File: src/rtl/seg7_scan_drv.sv
// Six-digit multiplexed 7-segment driver for the HH:MM:SS clock.
// Each digit gets one blank cycle and then SCAN_DIV shown cycles; the field being edited blinks.
module seg7_scan_drv #(
   parameter int SCAN_DIV   = 40000,
   parameter int BLINK_DIV  = 10000000,
   parameter bit ACTIVE_LOW = 1'b1
) (
   input  logic       CLOCK,
   input  logic       rst,
   input  logic [3:0] S0,
   input  logic [3:0] S1,
   input  logic [3:0] M0,
   input  logic [3:0] M1,
   input  logic [3:0] H0,
   input  logic [3:0] H1,
   input  logic [2:0] blink_sel,
   output logic [6:0] seg,
   output logic       dp,
   output logic [5:0] an
);

   localparam int PW = (SCAN_DIV  > 1) ? $clog2(SCAN_DIV)  : 1;
   localparam int BW = (BLINK_DIV > 1) ? $clog2(BLINK_DIV) : 1;
   localparam logic [PW-1:0] SCAN_LAST  = PW'(SCAN_DIV - 1);
   localparam logic [BW-1:0] BLINK_LAST = BW'(BLINK_DIV - 1);

   // Physical output levels: registers hold the pin value, already polarity-adjusted.
   localparam logic       POL     = ACTIVE_LOW;
   localparam logic [6:0] SEG_OFF = {7{POL}};
   localparam logic       DP_OFF  = POL;
   localparam logic [5:0] AN_OFF  = {6{POL}};

   typedef enum logic {ST_BLANK, ST_SHOW} state_t;

   state_t          r_state;
   logic [2:0]      r_idx;
   logic [PW-1:0]   r_presc;
   logic [BW-1:0]   r_blink_cnt;
   logic            r_blink_phase;
   logic [3:0]      r_digit;
   logic [6:0]      r_seg;
   logic            r_dp;
   logic [5:0]      r_an;

   logic [3:0]      w_digit_sel;
   logic            w_field_sel;
   logic            w_dp_pos;
   logic            w_blank;
   logic [5:0]      w_an_show;
   logic [6:0]      w_seg_show;
   logic            w_dp_show;

   function automatic logic [6:0] f_enc(input logic [3:0] d);
      logic [6:0] s;
      case (d)
         4'd0:    s = 7'h3F;
         4'd1:    s = 7'h06;
         4'd2:    s = 7'h5B;
         4'd3:    s = 7'h4F;
         4'd4:    s = 7'h66;
         4'd5:    s = 7'h6D;
         4'd6:    s = 7'h7D;
         4'd7:    s = 7'h07;
         4'd8:    s = 7'h7F;
         4'd9:    s = 7'h6F;
         default: s = 7'h40;
      endcase
      return s;
   endfunction

   always_comb begin
      w_digit_sel = 4'd0;
      w_field_sel = 1'b0;
      w_dp_pos    = 1'b0;
      case (r_idx)
         3'd0: begin w_digit_sel = S0; w_field_sel = blink_sel[0]; end
         3'd1: begin w_digit_sel = S1; w_field_sel = blink_sel[0]; end
         3'd2: begin w_digit_sel = M0; w_field_sel = blink_sel[1]; w_dp_pos = 1'b1; end
         3'd3: begin w_digit_sel = M1; w_field_sel = blink_sel[1]; end
         3'd4: begin w_digit_sel = H0; w_field_sel = blink_sel[2]; w_dp_pos = 1'b1; end
         3'd5: begin w_digit_sel = H1; w_field_sel = blink_sel[2]; end
         default: begin
            w_digit_sel = 4'd0;
            w_field_sel = 1'b0;
            w_dp_pos    = 1'b0;
         end
      endcase
   end

   // blink_sel is live every cycle, so a field can start or stop blinking mid-digit.
   assign w_blank    = r_blink_phase & w_field_sel;
   assign w_an_show  = 6'd1 << r_idx;
   assign w_seg_show = w_blank ? 7'h00 : f_enc(r_digit);
   assign w_dp_show  = w_dp_pos & ~w_blank;

   always_ff @(posedge CLOCK or posedge rst) begin
      if (rst) begin
         r_state <= ST_BLANK;
         r_idx   <= 3'd0;
         r_presc <= '0;
         r_an    <= AN_OFF;
         r_seg   <= SEG_OFF;
         r_dp    <= DP_OFF;
      end else begin
         case (r_state)
            ST_BLANK: begin
               r_an    <= AN_OFF;
               r_seg   <= SEG_OFF;
               r_dp    <= DP_OFF;
               r_state <= ST_SHOW;
            end
            ST_SHOW: begin
               r_an  <= w_an_show  ^ AN_OFF;
               r_seg <= w_seg_show ^ SEG_OFF;
               r_dp  <= w_dp_show  ^ DP_OFF;
               if (r_presc == SCAN_LAST) begin
                  r_presc <= '0;
                  r_idx   <= (r_idx == 3'd5) ? 3'd0 : r_idx + 3'd1;
                  r_state <= ST_BLANK;
               end else begin
                  r_presc <= r_presc + PW'(1);
               end
            end
            default: begin
               r_state <= ST_BLANK;
               r_an    <= AN_OFF;
               r_seg   <= SEG_OFF;
               r_dp    <= DP_OFF;
            end
         endcase
      end
   end

   // Digit value is captured once per visit so mid-digit input changes never tear the display.
   always_ff @(posedge CLOCK) begin
      if (r_state == ST_BLANK)
         r_digit <= w_digit_sel;
   end

   always_ff @(posedge CLOCK or posedge rst) begin
      if (rst) begin
         r_blink_cnt   <= '0;
         r_blink_phase <= 1'b0;
      end else if (r_blink_cnt == BLINK_LAST) begin
         r_blink_cnt   <= '0;
         r_blink_phase <= ~r_blink_phase;
      end else begin
         r_blink_cnt <= r_blink_cnt + BW'(1);
      end
   end

   assign seg = r_seg;
   assign dp  = r_dp;
   assign an  = r_an;

endmodule

File: config.mk
export PLATFORM = sky130hd
export DESIGN_NAME = seg7_scan_drv
export DESIGN_NICKNAME = d
export VERILOG_FILES = /design/src/rtl/seg7_scan_drv.sv
export SDC_FILE = /design/constraint.sdc
export NUM_CORES = 1
export LEC_CHECK = 0
export CORE_AREA = 2 2 87 89
export CTS_BUF_LIST = sky130_fd_sc_hd__clkbuf_8 sky130_fd_sc_hd__clkbuf_16
export DETAILED_ROUTE_END_ITERATION = 10
export DIE_AREA = 0 0 89 91
export DONT_BUFFER_PORTS = 1
export GPL_TIMING_DRIVEN = 0
export PLACE_DENSITY_LB_ADDON = 0.15
export SKIP_CTS_REPAIR_TIMING = 1
export SLEW_MARGIN = 20
export SYNTH_ARGS = -nofsm -noshare
export SYNTH_HDL_FRONTEND = slang
export SYNTH_SLANG_ARGS = --single-unit
File: constraint.sdc
create_clock -name CLOCK -period 3.7 [get_ports CLOCK]
set_clock_uncertainty 0.1 [all_clocks]
set_input_delay 0.925 -clock CLOCK [delete_from_list [all_inputs] [get_ports CLOCK]]
set_output_delay 0.925 -clock CLOCK [all_outputs]
set_load 0.1 [all_outputs]
Word level (Yosys, flattened, before mapping)
Memory sizes are Yosys's and may differ from the RTL's. A register that Yosys moved wholly into a read port is not among the register bits.
Index checks and enable logic that the tools add are counted.
Widths: inputs -> output; s select.

operators by class
  add/sub/neg operators = 3
  eq/ne operators = 7
  shift-type cells = 1
  mux-type cells = 13
  bitwise gates (word level) = 8
  reductions and logical operators = 6

operator list
  kind                   number
  $add 24x1->24 const B  1
  $eq 24x24->1 const B   1
  $mux 24                1
  $pmux 4 s6             1
  $add 16x1->16 const B  1
  $eq 16x16->1 const B   1
  $mux 16                1
  $pmux 7 s2             1
  $pmux 6 s2             1
  $reduce_or 2->1        4
  $mux 7                 1
  $not 7->7              1
  $eq 3x2->1 const B     2
  $eq 3x3->1 const B     2
  $not 6->6              1
  $shl 1x3->6 const A    1
  $mux 4                 1
  $not 1->1              4
  $pmux 1 s2             2
  $add 3x1->3 const B    1
  $eq 3x1->1 const B     1
  $logic_not 3->1        1
  $mux 3                 1
  $pmux 1 s3             1
  other kinds (3)        5

storage, ports and cells
  register bits after elaboration = 63
  ROM bits = 112
  input port bits = 29
  output and inout port bits = 14
  memories = 1

memory list
  memory            words  width  rd ports  clocked after Yosys merged registers in  wr ports  RTL line  RTL
  (name not given)  16     7      1         1                                        0         55        case (d)

Logic depth before layout (Yosys ltp)
Gate-level depths: netlist of run 1.

  word-level depth = 8
  depth in mapped cells = 10
  depth with buffers taken out = 9

Worst setup path after synthesis of run 1
OpenSTA, ideal clock, no wires.

  path kind = register to register
  from = register r_idx[0]
  to = register with a tool-made name
  setup time = 0.092 ns
  arrival time = 2.441 ns
  slack = 1.067 ns
  cell stages (with the launch flop) = 11
  path buffers = 1
  clock period less this slack = 2.633 ns
  cells stage by stage = dfrtp_1 > buf_4 > and2_1 > ha_1 > a221oi_1 > a32o_1 > inv_1 > ha_1 > a211oi_1 > a21oi_1 > o32ai_1

RTL lines
  element                   RTL line  RTL
  start: declaration        36        logic [2:0] r_idx;
  start signal: assignment  118       r_idx <= (r_idx == 3'd5) ? 3'd0 : r_idx + 3'd1;

==> flow_metrics.env, run 1 <==
export IMPL_gp_congestion=0.789
export IMPL_powerDensity_nw_per_um2=357
export IMPL_synth_ff_type="dfrtp_1"
export IMPL_swShare_pct=21.9
export IMPL_hpwl_mm=4.51
export IMPL_setup_violations=0
export IMPL_period_minus_slack_ns=3.14
export IMPL_fmax_mhz=319
export IMPL_leakage_nw=1.64
export IMPL_dieArea_sq_um=8100
export IMPL_hold_path_class="reg2reg"
export IMPL_synth_cell_types=57
export IMPL_layout_common_cells="dfrtp_1 (45), nand2_1 (35), nor2_1 (31)"
export IMPL_synth_edff_count=4
export IMPL_cts_max_level=3
export IMPL_placedCellCount=412
export IMPL_worst_ep_required_time_ns=3.84
export IMPL_die_y_um=91
export IMPL_slew_headroom_pct=53.7
export IMPL_layout_nets=362
export IMPL_syn_avg_cell_area_sq_um=10.8
export IMPL_placementRows=31
export IMPL_ys_warn_count=0
export IMPL_layout_drive_gt1_share_pct=15.5
export IMPL_max_vdd_ir_drop_uv=191
export IMPL_viasPerCell=5.29
export IMPL_vias=2262
export IMPL_worst_pin_slew_ns=0.695
export IMPL_rsz0062_at_grt="false"
export IMPL_comb_power_share_pct=1.4
export IMPL_crit_path_end_kind="flop"
export IMPL_seqPwrFrac_pct=58.5
export IMPL_cts_buffer_depth=2
export IMPL_drtPass1Iterations=4
export IMPL_first_iter_violations=112
export IMPL_clk_pin_slew_ns=0.08
export IMPL_hold_viol=0
export IMPL_startpoint_type="flop"
export IMPL_wl_mm=6.35
export IMPL_switchingPower_mw=0.289
export IMPL_cts_sinks=70
export IMPL_mostFrequentLayoutCell="dfrtp_1"
export IMPL_maxCapViolCount=0
export IMPL_cts_root_buf="clkbuf_8"
export IMPL_crit_type="reg2reg"
export IMPL_setup_tns_ns=0
export IMPL_start_util_pct=47.5
export IMPL_routedWlPerCell_um=14.8
export IMPL_cts_tree="yes"
export IMPL_syn_nets=351
export IMPL_p_int_mw=1.03
export IMPL_syn_to_final_growth_pct=8.63
export IMPL_clkLatencyLatePin_ns=0.34
export IMPL_cts_buffers=9
export IMPL_num_antenna_cells=0
export IMPL_r2r_setup_slack_ns=0.56
export IMPL_crit_fanout=10
export IMPL_postSynthRegisterBits=70
export IMPL_outcome="finished clean"
export IMPL_remaining_drc_errors=0
export IMPL_yosysSeqAreaShare_pct=51.7
export IMPL_period_share_pct=84.8
export IMPL_finalNonFillerCells=428
export IMPL_grt_pass1_vias=2322
export IMPL_core_sq_um=7140
export IMPL_grt_max_degree=60
export IMPL_antenna_found_initial=0
export IMPL_grt_pass1_wl_mm=11.2
export IMPL_grt_usage_pct=18.1
export IMPL_antenna_left=0
export IMPL_ios=43
export IMPL_synthesis_area_sq_um=3390
export IMPL_crit_arrival_ns=3.28
export IMPL_clock_power_share_pct=40.1
export IMPL_die_x_um=89
export IMPL_final_max_slew_viol_count=0
export IMPL_overflow=0
export IMPL_synthArstFlopShare_pct=84.3
export IMPL_synth_cells=313
export IMPL_io_buffers=0
## cell usage after synthesis (2+ instances only)
| library cell | count | area [sq um] |
|---|---|---|
| dfrtp_1 | 45 | 1130 |
| nand2_1 | 35 | 131 |
| nor2_1 | 31 | 116 |
| xor2_1 | 20 | 175 |
| xnor2_1 | 19 | 166 |
| nand3_1 | 18 | 90.1 |
| dfstp_2 | 14 | 368 |
| nand4_1 | 12 | 75.1 |
| ha_1 | 9 | 113 |
| mux2i_1 | 9 | 90.1 |
| and3_1 | 8 | 50.1 |
| inv_1 | 8 | 30.0 |
| dfxtp_1 | 7 | 140 |
| and2_1 | 6 | 37.5 |
| and4_1 | 6 | 52.6 |
| buf_4 | 6 | 45.0 |
| edfxtp_1 | 4 | 120 |
| a21oi_1 | 3 | 15.0 |
| mux2_2 | 3 | 33.8 |
| nor3b_1 | 3 | 22.5 |
| a22oi_1 | 2 | 15.0 |
| a32oi_1 | 2 | 17.5 |
| buf_2 | 2 | 10.0 |
| clkbuf_1 | 2 | 7.51 |
| nand4b_1 | 2 | 17.5 |
| nor2b_1 | 2 | 12.5 |
| nor4_1 | 2 | 12.5 |
| nor4bb_1 | 2 | 20.0 |
| o21ai_0 | 2 | 10.0 |
| o32ai_1 | 2 | 17.5 |
## kinds of logic after synthesis
logic type / after synthesis / synth area share (%)
AOI/OAI and AO/OA: 24 / 6.12
muxes: 13 / 4.09
adders and majority gates: 9 / 3.32
DFF: 70 / 51.7
and+or+nand+nor: 137 / 21.4
xor gates and xnor gates: 39 / 10.1
buffers and inverters: 21 / 3.28
## layer usage
layer	global-route usage [%]	vias to the layer above	routed length (um)
met3	5.36	6	284
met2	27.8	46	3030
li1	-	1103	-
met5	0	-	0
met4	6.34	0	91
met1	24.2	1107	2940
## power by group through the flow
stage / clock network, mW / registers, mW / logic, mW
6_report: 0.528 / 0.771 / 0.0191
5_1_grt: 0.589 / 0.770 / 0.0230
4_1_cts: 0.547 / 0.770 / 0.0201
3_5_place_dp: 0 / 0.785 / 0.0202
3_3_place_gp: 0 / 0.785 / 0.0198
2_1_floorplan: 0 / 0.785 / 0.0154
## worst paths after layout
path	from	to	cells after the start
min in group asynchronous	rst	r_presc[1]$_DFFE_PP0P_	1
hold reg to reg	flop	seg[3]$_DFF_PP1_	1
setup reg to reg	r_idx[0]$_DFFE_PP0P_	flop	10
max in group asynchronous	rst	r_blink_cnt[19]$_DFF_PP0_	1
setup / recovery	r_idx[0]$_DFFE_PP0P_	flop	10
hold / removal	flop	seg[3]$_DFF_PP1_	1
## final cells by class
type | count | area, sq um
clock inverter | 6 | 28.8
buffer | 11 | 73.8
inverter | 10 | 40.0
fill | 704 | 3450
sequential | 70 | 1750
clock buffer | 10 | 138
tap | 99 | 124
multi-input combinational | 222 | 1530
## critical path: stages, from the launching register on
cell	delay, ns
dfrtp_1	0.47
buf_4	0.21
and2_1	0.16
ha_1	0.29
a221oi_1	0.37
a32o_1	0.36
inv_1	0.10
ha_1	0.23
a211oi_1	0.34
a21oi_1	0.12
o32ai_1	0.28
## through the flow
step | util (%) | hold slack (ns) | power, mW | area (sq um) | setup slack [ns]
finish | 51.6 | 0.249 | 1.32 | 3680 | 0.564
global route | 51.6 | 0.260 | 1.38 | 3680 | 0.344
CTS | 51.6 | 0.248 | 1.34 | 3680 | 0.562
detailed placement | 49.3 | 0.237 | 0.805 | 3520 | 0.597
global placement | 49.3 | 0.241 | 0.805 | 3520 | 0.628
floorplan | - | 0.232 | 0.800 | 3390 | 1.07
## flip-flops by register name, summed over array words and instances (netlist names), named ones only
register and flops:
r_presc 16, r_state 1, an 6, r_digit 4
r_blink_cnt 24, r_blink_phase 1, dp 1, r_idx 3
seg 7
No activity file was read; power rests on OpenSTA's default activity.
==> inputs of run 2 (changes only) <==
clock period = 3.3 ns   (was 3.7 ns; I/O delays follow)
==> flow_metrics.env, run 2 (same netlist as run 1, synthesis figures left out) <==
export IMPL_outcome="finished clean"
export IMPL_leakage_nw=1.64
export IMPL_largest_register_ffs=24
export IMPL_cts_root_buf="clkbuf_8"
export IMPL_worst_slack_ns=0.334
export IMPL_setup_violations=0
export IMPL_place_ws_ns=0.197
export IMPL_p_total_mw=1.48
export IMPL_hold_depth=1
export IMPL_syn_to_final_growth_pct=8.74
export IMPL_antenna_found_initial=0
export IMPL_viasPerCell=5.29
export IMPL_crit_fanout=10
export IMPL_top_register="r_blink_cnt"
export IMPL_core_sq_um=7140
export IMPL_vias=2263
export IMPL_grt_pass1_vias=2322
export IMPL_cts_buffers=9
export IMPL_drtPass1Iterations=4
export IMPL_mostFrequentLayoutCell="dfrtp_1"
export IMPL_max_vdd_ir_drop_uv=214
export IMPL_wl_mm=6.33
export IMPL_layout_nets=362
export IMPL_startpoint_type="flop"
export IMPL_clkLatencyLatePin_ns=0.34
export IMPL_num_antenna_cells=0
export IMPL_crit_type="reg2reg"
export IMPL_worst_ep_required_time_ns=3.45
export IMPL_r2r_setup_slack_ns=0.33
export IMPL_hold_viol=0
export IMPL_grt_max_degree=60
export IMPL_period_share_pct=89.9
export IMPL_rsz0062_at_grt="false"
export IMPL_layout_drive_gt1_share_pct=16.1
export IMPL_clk_pin_slew_ns=0.07
export IMPL_routedWlPerCell_um=14.8
export IMPL_grt_usage_pct=18.1
export IMPL_die_y_um=91
export IMPL_overflow=0
export IMPL_maxCapViolCount=0
export IMPL_worst_pin_slew_ns=0.695
export IMPL_slew_headroom_pct=53.7
export IMPL_timing_rr_start="r_idx[0]$_DFFE_PP0P_"
export IMPL_io_buffers=0
export IMPL_layout_common_cells="dfrtp_1 (45), nand2_1 (35), nor2_1 (31)"
export IMPL_period_minus_slack_ns=2.97
export IMPL_ios=43
export IMPL_placementRows=31
export IMPL_fmax_mhz=337
export IMPL_crit_arrival_ns=3.11
export IMPL_crit_path_end_kind="flop"
export IMPL_remaining_drc_errors=0
export IMPL_cts_max_level=3
export IMPL_start_util_pct=47.5
export IMPL_antenna_left=0
export IMPL_dieArea_sq_um=8100
export IMPL_cts_sinks=70
export IMPL_startpoint="r_idx[0]$_DFFE_PP0P_"
export IMPL_first_iter_violations=116
export IMPL_hold_path_class="reg2reg"
export IMPL_grt_pass1_wl_mm=11.2
export IMPL_setup_tns_ns=0
export IMPL_cts_buffer_depth=2
export IMPL_die_x_um=89
export IMPL_hpwl_mm=4.51
export IMPL_cts_tree="yes"
export IMPL_powerDensity_nw_per_um2=400
export IMPL_final_max_slew_viol_count=0
export IMPL_gp_congestion=0.789
export IMPL_reg2reg_depth=10
run 2: cell counts in the layout (fill, tap and decap cells not counted):
No cell type changed its count.
run 2: worst max-delay path: stages, from the launching register on:
cell and delay [ns]:
dfrtp_1 0.47, buf_4 0.21, and2_1 0.16, ha_2 0.23
a221oi_1 0.34, a32o_2 0.30, inv_1 0.08, ha_1 0.23
a211oi_1 0.34, a21oi_1 0.12, o32ai_1 0.28
run 2: per-layer routing:
layer | track usage (%) | vias to the layer above | part of all wire, %
met5 | 0 | - | 0
met4 | 6.34 | 0 | 1.4
met3 | 5.36 | 6 | 4.2
met2 | 27.8 | 47 | 47
met1 | 24.2 | 1105 | 47
li1 | - | 1105 | -
run 2: layout make-up:
cell class	count	area, sq um
Fill cell	705	3450
Sequential cell	70	1750
Multi-Input combinational cell	222	1530
Clock buffer	10	138
Tap cell	99	124
Buffer	11	73.8
Inverter	10	40.0
Clock inverter	6	28.8
run 2: per-stage QoR:
stage / hold slack, ns / cell area [sq um] / utilization, % / cells
after floorplan: 0.232 / 3390 / - / 313
after global placement: 0.241 / 3520 / 49.3 / 412
after detailed placement: 0.237 / 3520 / 49.3 / 412
after CTS: 0.248 / 3680 / 51.6 / 428
after global routing: 0.260 / 3690 / 51.7 / 428
final: 0.249 / 3690 / 51.7 / 428
run 2: worst min path at each step:
stage	end	slack, ns
5_1_grt	seg[2]$_DFF_PP1_	0.26
3_3_place_gp	seg[1]$_DFF_PP1_	0.24
3_5_place_dp	seg[2]$_DFF_PP1_	0.24
2_1_floorplan	seg[0]$_DFF_PP1_	0.23
4_1_cts	seg[2]$_DFF_PP1_	0.25
6_report	seg[3]$_DFF_PP1_	0.25
run 2: report_power, final:
group | switching [mW] | internal [mW] | leakage [nW]
Combinational | 0.0166 | 0.00469 | 0.703
Clock | 0.307 | 0.284 | 0.0987
Sequential | 0 | 0.864 | 0.841
Total | 0.324 | 1.15 | 1.64
